$ cat config.mk
export PLATFORM = sky130hd
export DESIGN_NAME = dcache_dual_port_arbiter
export DESIGN_NICKNAME = d
export VERILOG_FILES = /design/src/rtl/dcache_dual_port_arbiter.sv
export SDC_FILE = /design/constraint.sdc
export NUM_CORES = 1
export LEC_CHECK = 0
export ABC_CLOCK_PERIOD_IN_PS = 4200
export BUFFER_PORTS_ARGS = -buffer_cell sky130_fd_sc_hd__clkbuf_2
export CAP_MARGIN = 10
export CORE_AREA = 2 2 118 120
export DETAILED_ROUTE_END_ITERATION = 10
export DIE_AREA = 0 0 120 122
export GPL_ROUTABILITY_DRIVEN = 0
export MAX_ROUTING_LAYER = met4
export PLACE_DENSITY = 0.69
export SLEW_MARGIN = 20
export SYNTH_ARGS = -nofsm -noshare
export SYNTH_HDL_FRONTEND = slang
export SYNTH_SLANG_ARGS = --single-unit
export TNS_END_PERCENT = 10
$ cat constraint.sdc
create_clock -name clk -period 4.2 [get_ports clk]
set_input_delay 0.84 -clock clk [delete_from_list [all_inputs] [get_ports clk]]
set_output_delay 0.84 -clock clk [all_outputs]
set_load 0.005 [all_outputs]
$ cat src/rtl/dcache_dual_port_arbiter.sv
// dcache_dual_port_arbiter
//   Arbitrates the two MEM-stage lanes onto one word-indexed dcache port.
//   The dcache reads asynchronously and writes synchronously. The arbiter
//   converts byte addresses to word indices and handles big-endian
//   byte/half/word loads with sign or zero extension. Sub-word stores are
//   done as a read-modify-write within a single cycle. When both lanes are
//   active, lane0 is served first with a one-cycle stall, then lane1.
// Ports
//   clk, reset                  clock, asynchronous active-low reset
//   mN_re/we/size/signed        lane N request (N = 0, 1)
//   mN_addr, mN_wdata           byte address, right-justified store data
//   mN_rdata, mN_err            load result, request rejected
//   stall                       freeze IF..MEM this cycle
//   dc_re/we/addr/wdata/rdata   dcache port (dc_addr is a zero-extended word index)
module dcache_dual_port_arbiter #(
  parameter int unsigned DEPTH = 384,
  parameter int unsigned IDX_W = 9
) (
  input  logic        clk,
  input  logic        reset,
  input  logic        m0_re,
  input  logic        m0_we,
  input  logic [1:0]  m0_size,
  input  logic        m0_signed,
  input  logic [31:0] m0_addr,
  input  logic [31:0] m0_wdata,
  output logic [31:0] m0_rdata,
  output logic        m0_err,
  input  logic        m1_re,
  input  logic        m1_we,
  input  logic [1:0]  m1_size,
  input  logic        m1_signed,
  input  logic [31:0] m1_addr,
  input  logic [31:0] m1_wdata,
  output logic [31:0] m1_rdata,
  output logic        m1_err,
  output logic        stall,
  output logic        dc_re,
  output logic        dc_we,
  output logic [31:0] dc_addr,
  output logic [31:0] dc_wdata,
  input  logic [31:0] dc_rdata
);

  typedef enum logic {IDLE, SECOND} state_t;

  state_t      state_q, state_d;
  logic [31:0] hold0_q, hold0_d;

  // Address bits above the word index do not take part in decoding.
  logic unused_addr_bits;
  assign unused_addr_bits = ^{m0_addr[31:IDX_W+2], m1_addr[31:IDX_W+2]};

  function automatic logic lane_err(input logic re, input logic we,
                                    input logic [1:0] size, input logic [31:0] addr);
    logic bad;
    bad = (re && we) || (size == 2'b11) ||
          (size == 2'b01 && addr[0]) ||
          (size == 2'b10 && addr[1:0] != 2'b00) ||
          (32'(addr[IDX_W+1:2]) >= DEPTH);
    return (re || we) && bad;
  endfunction

  // Big-endian: offset 0 is the most significant byte/half.
  function automatic logic [31:0] load_ext(input logic [31:0] w, input logic [1:0] size,
                                           input logic sgn, input logic [1:0] off);
    logic [7:0]  b;
    logic [15:0] h;
    case (off)
      2'd0:    b = w[31:24];
      2'd1:    b = w[23:16];
      2'd2:    b = w[15:8];
      default: b = w[7:0];
    endcase
    h = off[1] ? w[15:0] : w[31:16];
    case (size)
      2'b00:   return {{24{sgn & b[7]}}, b};
      2'b01:   return {{16{sgn & h[15]}}, h};
      default: return w;
    endcase
  endfunction

  function automatic logic [31:0] store_merge(input logic [31:0] w, input logic [31:0] d,
                                              input logic [1:0] size, input logic [1:0] off);
    logic [31:0] r;
    r = w;
    if (size == 2'b00) begin
      case (off)
        2'd0:    r[31:24] = d[7:0];
        2'd1:    r[23:16] = d[7:0];
        2'd2:    r[15:8]  = d[7:0];
        default: r[7:0]   = d[7:0];
      endcase
    end else if (size == 2'b01) begin
      if (off[1]) r[15:0]  = d[15:0];
      else        r[31:16] = d[15:0];
    end else begin
      r = d;
    end
    return r;
  endfunction

  logic        err0, err1, act0, act1, both, sel1, s_act;
  logic        s_re, s_we, s_signed;
  logic [1:0]  s_size;
  logic [31:0] s_addr, s_wdata, live;

  assign err0 = lane_err(m0_re, m0_we, m0_size, m0_addr);
  assign err1 = lane_err(m1_re, m1_we, m1_size, m1_addr);
  assign act0 = (m0_re || m0_we) && !err0;
  assign act1 = (m1_re || m1_we) && !err1;
  assign both = (state_q == IDLE) && act0 && act1;
  // Lane1 owns the port in SECOND, or in IDLE when it is the only active lane.
  assign sel1 = (state_q == SECOND) || (!act0 && act1);

  always_comb begin
    s_act    = sel1 ? act1      : act0;
    s_re     = sel1 ? m1_re     : m0_re;
    s_we     = sel1 ? m1_we     : m0_we;
    s_size   = sel1 ? m1_size   : m0_size;
    s_signed = sel1 ? m1_signed : m0_signed;
    s_addr   = sel1 ? m1_addr   : m0_addr;
    s_wdata  = sel1 ? m1_wdata  : m0_wdata;
  end

  assign live = (s_act && s_re) ? load_ext(dc_rdata, s_size, s_signed, s_addr[1:0]) : '0;

  always_comb begin
    stall    = reset && both;
    dc_re    = reset && s_act && (s_re || (s_we && s_size != 2'b10));
    dc_we    = reset && s_act && s_we;
    dc_addr  = 32'(s_addr[IDX_W+1:2]);
    dc_wdata = store_merge(dc_rdata, s_wdata, s_size, s_addr[1:0]);
    m0_err   = reset && err0;
    m1_err   = reset && err1;
    m0_rdata = '0;
    m1_rdata = '0;
    if (reset) begin
      if (state_q == SECOND) m0_rdata = hold0_q;
      else if (!sel1)        m0_rdata = live;
      if (sel1)              m1_rdata = live;
    end
  end

  always_comb begin
    state_d = state_q;
    hold0_d = hold0_q;
    case (state_q)
      IDLE: if (both) begin
        state_d = SECOND;
        hold0_d = live;
      end
      SECOND: state_d = IDLE;
      default: state_d = IDLE;
    endcase
  end

  always_ff @(posedge clk or negedge reset) begin
    if (!reset) begin
      state_q <= IDLE;
      hold0_q <= '0;
    end else begin
      state_q <= state_d;
      hold0_q <= hold0_d;
    end
  end

endmodule
======== Word-level counts from Yosys, hierarchy flattened ========
Index checks and enable logic that the tools add are counted.
operators by class
  $lt $le $gt $ge ......................... 2
  eq/ne operators ......................... 10
  multiplexer cells ....................... 26
  bitwise operators ....................... 3
  reduce and logical (&&, ||, !) cells .... 42
operators by type and width
  kind                count
  $mux 32             9
  $pmux 32 s2         1
  $mux 16             3
  $mux 8              4
  $pmux 8 s3          1
  $logic_and 1x1->1   21
  $ge 9x9->1 const B  2
  $logic_or 1x1->1    12
  $mux 11             1
  $eq 2x2->1 const B  5
  $eq 2x1->1 const B  4
  $mux 1              5
  $logic_not 2->1     2
  $reduce_bool 2->1   2
  $logic_not 1->1     3
  $reduce_or 3->1     1
  $and 1x1->1         2
  $mux 2              1
  $ne 2x2->1 const B  1
  $pmux 1 s2          1
  $reduce_and 2->1    1
  $not 1->1           1
storage, ports and cells
  bits in registers ....................... 33
  bits of input ports ..................... 172
  output and inout bits ................... 133
  logic and storage cells ................. 85

======== Longest topological paths before layout ========
Gate-level depths: netlist of the first run.
  depth after elaboration ................. 20
  mapped depth ............................ 11

======== Least setup slack after synthesis of the first run ========
OpenSTA, ideal clock, no wires.
  path kind ............................... in2out
  start ................................... in m1_addr[0]
  end ..................................... out m1_rdata[17]
  arrival time ............................ 2.835 ns
  required time ........................... 3.360 ns
  path slack .............................. 0.525 ns
  cell stages on the path ................. 10
  buffers on the path ..................... 3
  path through ............................ buf_2 -> a21oi_1 -> o211ai_2 -> o21ai_2 -> buf_6 -> mux2i_1 -> nor2b_1 -> a21oi_4 -> buf_4 -> a211oi_1
between the ends
  word-level cells in the longest chain between the ends .. 17
  elaborated cells on any way between the ends .. 30
  classes of those cells .................. eq/ne (3); mux (11); bitwise (2); reduce/logical (14)
RTL lines
  what                                                           line    source
  start, declared                                                33      input logic [31:0] m1_addr,
  $reduce_bool 2->1 / $logic_and 1x1->1 (equally long branches)  59, 58
  $logic_and 1x1->1 / $logic_or 1x1->1 (equally long branches)   59, 57
  $logic_or 1x1->1                                               58      (size == 2'b01 && addr[0]) ||
  $logic_or 1x1->1                                               59      (size == 2'b10 && addr[1:0] != 2'b00) ||
  $logic_and 1x1->1                                              61      return (re || we) && bad;
  $logic_not 1->1                                                111     assign act1 = (m1_re || m1_we) && !err1;
  $logic_and 1x1->1                                              111
  $logic_and 1x1->1                                              114     assign sel1 = (state_q == SECOND) || (!act0 && act1);
  $logic_or 1x1->1                                               114
  $mux 11                                                        122     s_addr = sel1 ? m1_addr : m0_addr;
  $eq 2x2->1 (tied with other cells)                             69      case (off)
  $pmux 8 s3                                                     69
  $and 1x1->1                                                    77      2'b00: return {{24{sgn & b[7]}}, b};
  $pmux 32 s2                                                    76      case (size)
  $mux 32                                                        126     assign live = (s_act && s_re) ? load_ext(dc_rdata, s_size, s_signed, s_addr[1:0]) : '0;
  $mux 32 (*)                                                    141     if (sel1) m1_rdata = live;
  $mux 32 (*)                                                    138     if (reset) begin
  end, declared                                                  35      output logic [31:0] m1_rdata,
Every way passes the cells marked *; elsewhere a longest branch is shown, timed or not.

======== Final worst setup path of the first run ========
  start ................................... in m0_size[0]
  end ..................................... out m1_rdata[25]
between the ends
  word-level cells in the longest chain between the ends .. 19
  elaborated cells on any way between the ends .. 34
  classes of those cells .................. eq/ne (6); mux (11); bitwise (2); reduce/logical (15)
RTL lines
  what                                                          line    source
  start, declared                                               23      input logic [1:0] m0_size,
  $eq 2x2->1 / $eq 2x1->1 (equally long branches)               57, 58
  $logic_or 1x1->1 / $logic_and 1x1->1 (equally long branches)  57, 58
  $logic_or 1x1->1                                              57      bad = (re && we) || (size == 2'b11) ||
  $logic_or 1x1->1                                              58
  $logic_or 1x1->1                                              59
  $logic_and 1x1->1                                             61
  $logic_not 1->1                                               110     assign act0 = (m0_re || m0_we) && !err0;
  $logic_and 1x1->1                                             110
  [3 not listed]                                                -
  $mux 11                                                       122
  $eq 2x2->1 (tied with other cells)                            69
  $pmux 8 s3                                                    69
  $and 1x1->1                                                   77
  $pmux 32 s2                                                   76
  $mux 32                                                       126
  $mux 32 (*)                                                   141
  $mux 32 (*)                                                   138
Marked as above.

==> results_tabular.tex, run 1 <==
\begin{tabular}{lr}
\hline
Metric & Value \\
\hline
\multicolumn{2}{l}{\textbf{Timing}} \\
\quad Setup slack of the critical path after layout & 0.0877 ns \\
\quad Worst-margin pin slew & 0.765 ns \\
\quad Worst-case headroom to the max-slew limit & 49.0\% \\
\quad Max-slew violation total from the final report & 0 \\
\quad Fmax & 243 MHz \\
\quad Setup Total Neg Slack & 0 ns \\
\quad Hold Slack & 0.480 ns \\
\quad Final Cycle Share & 97.9\% \\
\quad Clock Skews & 0.00156 ns \\
\quad Final number of hold-violating endpoints & 0 \\
\quad Crit path time final & 4.11 ns \\
\quad Final setup fails & 0 \\
\multicolumn{2}{l}{\textbf{Floorplan}} \\
\quad Initial core utilization & 35.5\% \\
\quad Horiz. Die Dim & 120 um \\
\quad Row count & 43 \\
\quad \# IOs & 305 \\
\quad Die Height & 122 um \\
\quad Core outline area & 13,500 um\^{}2 \\
\quad Die footprint & 14,600 um\^{}2 \\
\multicolumn{2}{l}{\textbf{Placement}} \\
\quad Cell area after placement & 6270 um\^{}2 \\
\quad Number of buffers added on ports & 239 \\
\quad Post-Place Setup Slack & 0.0563 ns \\
\quad Total half-perimeter wirelength after legalization and detailed placement & 16,500 um \\
\multicolumn{2}{l}{\textbf{Routing}} \\
\quad Uppermost metal layer occupied by signal nets & met4 \\
\quad Routed wire length per instance & 19.2 um \\
\quad Vias & 6,466 \\
\quad DRT met1 WL & 8840 um \\
\quad DR iter-0 viols & 691 \\
\quad DR DRC count & 0 \\
\quad Met2 wire length & 9870 um \\
\quad First-pass DRT Iterations & 6 \\
\quad Antenna Nets Post-Route & 0 \\
\quad Routed met3 length & 2070 um \\
\quad Overall routed net length & 21,400 um \\
\quad Post-DR vias/cell & 5.80 \\
\multicolumn{2}{l}{\textbf{Global route}} \\
\quad Overall Global Routing Usage & 28.4\% \\
\quad Overflow left after global routing & 0 \\
\quad Antenna violations before repair & 0 \\
\quad Wire length of the first global-routing pass & 31,600 um \\
\quad Via count of the first global-routing pass & 5,671 \\
\quad Maximum number of pins on one net before global-route repair & 46 \\
\multicolumn{2}{l}{\textbf{Cells and area}} \\
\quad Antenna diode count & 0 \\
\quad Core Util, Final & 48.0\% \\
\quad Layout overhead on the synthesized area & 35.3\% \\
\quad Commonest cells after routing, fill and taps aside & 239 x sky130\_fd\_sc\_hd\_\_clkbuf\_2, 147 x sky130\_fd\_sc\_hd\_\_nand2\_1, 53 x sky130\_fd\_sc\_hd\_\_nor2\_1, 47 x sky130\_fd\_sc\_hd\_\_a21oi\_1, 40 x sky130\_fd\_sc\_hd\_\_buf\_4 \\
\quad Summed area of non-filler cells in the final layout & 6480 um\^{}2 \\
\quad Most frequent standard cell in the layout excluding fill and tap cells & sky130\_fd\_sc\_hd\_\_clkbuf\_2 \\
\quad Share of layout cells above drive strength 1 & 33.8\% \\
\quad Final-stage net count & 1,106 \\
\multicolumn{2}{l}{\textbf{CTS}} \\
\quad Worst skew pair latency & 0.27 ns \\
\quad TritonCTS Buffers & 5 \\
\quad Clock tree from TritonCTS & yes \\
\quad TritonCTS Sinks & 33 \\
\quad CTS H-Tree Depth & 2 \\
\quad Reg clk slew, reported paths & 0.06 ns \\
\quad Clock Tree Root & sky130\_fd\_sc\_hd\_\_clkbuf\_16 \\
\quad Hold Buf Count CTS & 0 \\
\quad Max clock buf depth & 2 \\
\multicolumn{2}{l}{\textbf{Status}} \\
\quad Run status & finished, final reports clean \\
\multicolumn{2}{l}{\textbf{Synth}} \\
\quad Largest area contributor in the synthesized netlist & sky130\_fd\_sc\_hd\_\_dfrtp\_1 \\
\quad Sequential area share after synthesis & 17.2\% \\
\quad Post-Syn Area & 4790 um\^{}2 \\
\quad FF+latch count, synth & 33 \\
\quad Synth Flop Type & sky130\_fd\_sc\_hd\_\_dfrtp\_1 \\
\quad Post-synth EDFFs & 0 \\
\quad Average size of a mapped cell & 6.77 um\^{}2 \\
\quad Share of Yosys cell area claimed by the top area cell type & 17.2\% \\
\quad Yosys warning count & 0 \\
\quad Mapped Cells & 708 \\
\quad Synth unique cells & 61 \\
\quad Async S/R FF share, synth & 100\% \\
\quad Main area contributors after synthesis & sky130\_fd\_sc\_hd\_\_dfrtp\_1 17\%, sky130\_fd\_sc\_hd\_\_nand2\_1 12\%, sky130\_fd\_sc\_hd\_\_mux2i\_1 8.6\% \\
\multicolumn{2}{l}{\textbf{Critical path}} \\
\quad Sequence of cells on the critical path & clkbuf\_2 -> a21oi\_2 -> o211a\_1 -> o21ai\_2 -> buf\_4 -> a32o\_1 -> a221o\_2 -> a21oi\_4 -> buf\_12 -> a211oi\_1 -> clkbuf\_2 \\
\quad Slowest cell on crit path & sky130\_fd\_sc\_hd\_\_a221o\_2 \\
\quad Kind of critical path & input port to primary output \\
\quad Maximum fanout along the worst path & 11 \\
\quad CP endpoint kind & primary output \\
\quad Data required time of the critical path & 3.36 ns \\
\quad Critical path data arrival time & 3.27 ns \\
\quad Most frequent CP cell & sky130\_fd\_sc\_hd\_\_clkbuf\_2 \\
\quad Setup crit start kind & input port \\
\quad Highest cell delay on the worst timing path & 0.48 ns \\
\multicolumn{2}{l}{\textbf{Pwr}} \\
\quad Leakage & 3.30 nW \\
\quad Peak supply drop & 153 uV \\
\quad Power per standard cell area & 261 nW/um\^{}2 \\
\multicolumn{2}{l}{\textbf{Worst hold path}} \\
\quad Class of the most critical hold timing path & register to register \\
\multicolumn{2}{l}{\textbf{Flow run}} \\
\quad Max-cap violation count & 0 \\
\hline
\end{tabular}
==> per-stage QoR <==
stage                     power, mW  cells
after floorplan               0.870    730
after global placement         1.19   1107
after detailed placement       1.20   1107
after CTS                      1.68   1115
after global routing           1.77   1115
final                          1.69   1115
==> routing by layer <==
metal  GRT usage (%)  vias up
li1                -     3007
met1            37.2     2972
met2            45.8      442
met3            3.65       45
met4            8.68        0
met5               -        -
==> cells by family (layout without fill, tap and decap cells) <==
logic type	after synthesis	count (layout)	share of synthesized area [%]
AO/OA/AOI/OAI	273	273	39.3
AND/OR/NAND/NOR	250	250	22.5
other	1	23	0.0783
flip-flops	33	33	17.2
buffers and inverters	106	311	11.5
multiplexers	43	43	9.11
XOR/XNOR	2	2	0.366
==> worst max-delay path: cells and delay by family <==
family | cells | cell delay (ns)
buffers and inverters | 4 | 0.66
AO/OA/AOI/OAI | 7 | 1.78
==> report_power, final <==
part           internal [mW]  switching [mW]  leakage, nW
Clock                  0.339           0.140       0.0938
Combinational          0.331           0.473         2.76
Sequential             0.376          0.0327        0.439
==> state kept, by name, indices dropped and copies added, names as in the netlist <==
signal   count
state_q      1
hold0_q     32
==> Yosys cell counts (all sizes together), types with 2 or more instances <==
library cell    n
o221ai          3
o21ai          43
nor2b           3
and2            4
o211ai         37
nand3           4
mux2            2
nand3b          2
dfrtp          33
o311ai          2
nor3            5
mux2i          41
nand2b         21
clkbuf         35
nand2         148
o2111ai         2
inv            16
and4            2
xor2            2
a21oi          50
and3            2
a22oi          37
o31ai           3
a32oi           2
buf            55
a31oi          32
or3             2
a211oi         24
a221o           8
a222oi          5
o211a           2
a21boi         11
nor2           54
a221oi          6
==> area by class of cell <==
type / count / area (um^2)
inverter: 16 / 60.1
sequential: 33 / 826
clock buffer: 5 / 125
clock inverter: 3 / 65.1
tap: 180 / 225
fill: 1416 / 7020
timing repair buffer: 287 / 1650
multi-input combinational: 591 / 3530
==> worst paths after layout <==
kind	from	end	slack, ns	depth (start not counted)
min in group asynchronous	reset	hold0_q[3]	0.55	2
hold reg to reg	hold0_q[1]	hold0_q[1]	0.48	2
hold / removal	hold0_q[1]	hold0_q[1]	0.48	2
setup reg to reg	state_q	hold0_q[9]	1.63	10
setup / recovery	m0_size[0]	m1_rdata[25]	0.09	11
max in group asynchronous	reset	hold0_q[30]	3.33	2
==> timing repair <==
| item | in CTS | in global routing |
|---|---|---|
| resized for setup | 0 | 5 |
| setup buffers | 0 | 0 |
| setup endpoints to repair | 0 | 50 |
Power figures use the tool's default switching activity.
==> run 2, diff against run 1 <==
--- a/config.mk
+++ b/config.mk
@@ -6,14 +6,13 @@
 export NUM_CORES = 1
 export LEC_CHECK = 0
 export ABC_CLOCK_PERIOD_IN_PS = 4200
-export BUFFER_PORTS_ARGS = -buffer_cell sky130_fd_sc_hd__clkbuf_2
 export CAP_MARGIN = 10
-export CORE_AREA = 2 2 118 120
+export CORE_AREA = 2 2 117 119
 export DETAILED_ROUTE_END_ITERATION = 10
-export DIE_AREA = 0 0 120 122
+export DIE_AREA = 0 0 119 121
+export DONT_BUFFER_PORTS = 1
 export GPL_ROUTABILITY_DRIVEN = 0
 export MAX_ROUTING_LAYER = met4
-export PLACE_DENSITY = 0.69
 export SLEW_MARGIN = 20
 export SYNTH_ARGS = -nofsm -noshare
 export SYNTH_HDL_FRONTEND = slang
==> run 2 against run 1 <==
- clock-buffer cell count unchanged
- first-iteration DRC count down 6.2%
- register-to-register slack improved by 0.11 ns
- worst setup slack gained 0.063 ns
- clock power is essentially flat
- power down 9.1%
- largest cell class unchanged
- highest routed layer unchanged
==> results_tabular.tex, run 2 (synthesized netlist as in run 1, its figures left out) <==
\begin{tabular}{lr}
\hline
Metric & Value \\
\hline
\multicolumn{2}{l}{\textbf{Status}} \\
\quad Run status & finished, final reports clean (unchanged) \\
\multicolumn{2}{l}{\textbf{Global route}} \\
\quad Overall Global Routing Usage & 28.8\% (was 28.4\%) \\
\quad Maximum number of pins on one net before global-route repair & 50 (was 46) \\
\quad Overflow left after global routing & 0 (unchanged) \\
\quad Via count of the first global-routing pass & 5,432 (was 5,671) \\
\quad Antenna violations before repair & 0 (unchanged) \\
\quad Wire length of the first global-routing pass & 31,500 um (was 31,600 um) \\
\multicolumn{2}{l}{\textbf{Placement}} \\
\quad Total half-perimeter wirelength after legalization and detailed placement & 16,600 um (was 16,500 um) \\
\quad Number of buffers added on ports & 0 (was 239) \\
\quad Number of cells in the design after placement & 899 (was 1,107) \\
\quad Cell area after placement & 5280 um\^{}2 (was 6270 um\^{}2) \\
\multicolumn{2}{l}{\textbf{Floorplan}} \\
\quad Initial core utilization & 36.6\% (was 35.5\%) \\
\quad Core outline area & 13,100 um\^{}2 (was 13,500 um\^{}2) \\
\quad \# IOs & 305 (unchanged) \\
\quad Horiz. Die Dim & 119 um (was 120 um) \\
\quad Die Height & 121 um (was 122 um) \\
\quad Die footprint & 14,400 um\^{}2 (was 14,600 um\^{}2) \\
\quad Row count & 42 (was 43) \\
\multicolumn{2}{l}{\textbf{Cells and area}} \\
\quad Top Registers & hold0\_q x32, state\_q x1 (unchanged) \\
\quad Reg with most FFs & hold0\_q (unchanged) \\
\quad Final-stage net count & 903 (was 1,106) \\
\quad Antenna diode count & 0 (unchanged) \\
\quad Core Util, Final & 42.0\% (was 48.0\%) \\
\quad Non-filler cells, final & 908 (was 1,115) \\
\quad Layout overhead on the synthesized area & 14.8\% (was 35.3\%) \\
\quad Number of flip-flops under the largest register name & 32 (unchanged) \\
\quad Commonest cells after routing, fill and taps aside & 147 x sky130\_fd\_sc\_hd\_\_nand2\_1, 80 x sky130\_fd\_sc\_hd\_\_buf\_4, 53 x sky130\_fd\_sc\_hd\_\_nor2\_1, 48 x sky130\_fd\_sc\_hd\_\_a21oi\_1, 40 x sky130\_fd\_sc\_hd\_\_mux2i\_1 (was 239 x sky130\_fd\_sc\_hd\_\_clkbuf\_2, 147 x sky130\_fd\_sc\_hd\_\_nand2\_1, 53 x sky130\_fd\_sc\_hd\_\_nor2\_1, 47 x sky130\_fd\_sc\_hd\_\_a21oi\_1, 40 x sky130\_fd\_sc\_hd\_\_buf\_4) \\
\quad Share of layout cells above drive strength 1 & 15.0\% (was 33.8\%) \\
\quad Most frequent standard cell in the layout excluding fill and tap cells & sky130\_fd\_sc\_hd\_\_nand2\_1 (was sky130\_fd\_sc\_hd\_\_clkbuf\_2) \\
\quad Summed area of non-filler cells in the final layout & 5500 um\^{}2 (was 6480 um\^{}2) \\
\multicolumn{2}{l}{\textbf{CTS}} \\
\quad TritonCTS Buffers & 5 (unchanged) \\
\quad TritonCTS Sinks & 33 (unchanged) \\
\quad Clock Tree Root & sky130\_fd\_sc\_hd\_\_clkbuf\_16 (unchanged) \\
\quad Clock tree from TritonCTS & yes (unchanged) \\
\quad Hold Buf Count CTS & 0 (unchanged) \\
\quad CTS H-Tree Depth & 2 (unchanged) \\
\quad Max clock buf depth & 2 (unchanged) \\
\quad Worst skew pair latency & 0.28 ns (was 0.27 ns) \\
\quad Reg clk slew, reported paths & 0.06 ns (about the same) \\
\multicolumn{2}{l}{\textbf{Routing}} \\
\quad DR DRC count & 0 (unchanged) \\
\quad Routed wire length per instance & 23.3 um (was 19.2 um) \\
\quad DR iter-0 viols & 648 (was 691) \\
\quad First-pass DRT Iterations & 7 (was 6) \\
\quad Vias & 5,773 (was 6,466) \\
\quad Antenna Nets Post-Route & 0 (unchanged) \\
\quad Post-DR vias/cell & 6.36 (was 5.80) \\
\quad Overall routed net length & 21,200 um (was 21,400 um) \\
\multicolumn{2}{l}{\textbf{Critical path}} \\
\quad Highest cell delay on the worst timing path & 0.38 ns (was 0.48 ns) \\
\quad Worst reg2reg path startpoint & state\_q (unchanged) \\
\quad Setup crit start kind & input port (unchanged) \\
\quad Flop-to-flop setup slack & 1.74 ns (was 1.63 ns) \\
\quad Critical path data arrival time & 3.21 ns (was 3.27 ns) \\
\quad Cell depth of the worst flop-to-flop path & 7 (was 10) \\
\quad Kind of critical path & input port to primary output (unchanged) \\
\quad Worst flop-to-flop path endpoint & hold0\_q[11] (was hold0\_q[9]) \\
\quad Most frequent CP cell & sky130\_fd\_sc\_hd\_\_buf\_4 (was sky130\_fd\_sc\_hd\_\_clkbuf\_2) \\
\quad Sequence of cells on the critical path & nor3\_2 -> o211ai\_2 -> o21ai\_4 -> buf\_4 -> mux2i\_1 -> nor2b\_1 -> buf\_4 -> a21oi\_4 -> buf\_12 -> a221oi\_1 -> buf\_4 (was clkbuf\_2 -> a21oi\_2 -> o211a\_1 -> o21ai\_2 -> buf\_4 -> a32o\_1 -> a221o\_2 -> a21oi\_4 -> buf\_12 -> a211oi\_1 -> clkbuf\_2) \\
\quad Data required time of the critical path & 3.36 ns (about the same) \\
\quad CP endpoint kind & primary output (unchanged) \\
\quad Slowest cell on crit path & sky130\_fd\_sc\_hd\_\_o21ai\_4 (was sky130\_fd\_sc\_hd\_\_a221o\_2) \\
\quad Maximum fanout along the worst path & 15 (was 11) \\
\multicolumn{2}{l}{\textbf{Pwr}} \\
\quad Peak supply drop & 142 uV (was 153 uV) \\
\quad Leakage & 2.45 nW (was 3.30 nW) \\
\quad Total Power Consumption & 1.54 mW (was 1.69 mW) \\
\quad Power per standard cell area & 279 nW/um\^{}2 (was 261 nW/um\^{}2) \\
\multicolumn{2}{l}{\textbf{Timing}} \\
\quad Clock Skews & 0.00617 ns (was 0.00156 ns) \\
\quad Final setup fails & 0 (unchanged) \\
\quad Crit path time final & 4.05 ns (was 4.11 ns) \\
\quad Setup Total Neg Slack & 0 ns (unchanged) \\
\quad Max-slew violation total from the final report & 0 (unchanged) \\
\quad Worst-margin pin slew & 0.767 ns (was 0.765 ns) \\
\quad Fmax & 247 MHz (was 243 MHz) \\
\quad Final Cycle Share & 96.4\% (was 97.9\%) \\
\quad Unrepaired setup endpoints after global routing & false \\
\quad Worst-case headroom to the max-slew limit & 48.9\% (was 49.0\%) \\
\quad Final number of hold-violating endpoints & 0 (unchanged) \\
\multicolumn{2}{l}{\textbf{Worst hold path}} \\
\quad Class of the most critical hold timing path & input port to asynchronous set/reset pin (was register to register) \\
\multicolumn{2}{l}{\textbf{Flow run}} \\
\quad Max-cap violation count & 0 (unchanged) \\
\hline
\end{tabular}
-- run 2: worst max-delay path, delay by kind of cell --
family                 cells  cell delay, ns
buffers and inverters      4            0.75
AND/OR/NAND/NOR            2            0.47
multiplexers               1            0.15
AO/OA/AOI/OAI              4            0.97
-- run 2: repair_timing --
action	in CTS	in global routing
setup buffers	0	1
resized for setup	0	1
endpoints found under the setup margin	0	21
-- run 2: area by class of cell --
cell class                 count  area, um^2
clock inverter                 3        65.1
fill                        1368        7580
timing repair buffer          84         681
clock buffer                   5         125
inverter                      16        60.1
multi-input combinational    591        3520
sequential                    33         826
tap                          176         220
-- run 2: per-layer routing --
layer	global-route usage, %	up-vias	share of wire [%]	wire length [um]
met5	-	-	0	0
met4	11.1	0	4.6	975
met3	9.49	69	11	2430
met2	44.9	391	45	9500
met1	34.6	2713	39	8280
li1	-	2600	-	-
-- run 2: per-stage QoR --
| stage | setup slack [ns] | hold slack (ns) |
|---|---|---|
| after detailed placement | 0.00746 | 0.480 |
| after floorplan | 0.525 | 0.450 |
| final | 0.151 | 0.257 |
| after global routing | 0.0230 | 0.242 |
| after global placement | 0.0700 | 0.466 |
| after CTS | 0.00275 | 0.249 |
-- run 2: worst max-delay path by stage --
stage	startpoint	end	slack (ns)	cells after the start
6_report	m1_size[0]	m1_rdata[27]	0.15	11
5_1_grt	m1_addr[0]	m0_rdata[3]	0.02	10
4_1_cts	m1_size[0]	m1_rdata[30]	0.003	10
3_5_place_dp	m1_size[0]	m1_rdata[30]	0.007	10
3_3_place_gp	m1_size[0]	m1_rdata[18]	0.07	10
2_1_floorplan	m1_addr[0]	m1_rdata[17]	0.53	10
-- run 2: where the power goes --
group          total [mW]  internal (mW)  switching [mW]
combinational       0.645          0.246           0.399
clock               0.481          0.339           0.142
sequential          0.410          0.376          0.0347
total                1.54          0.961           0.576
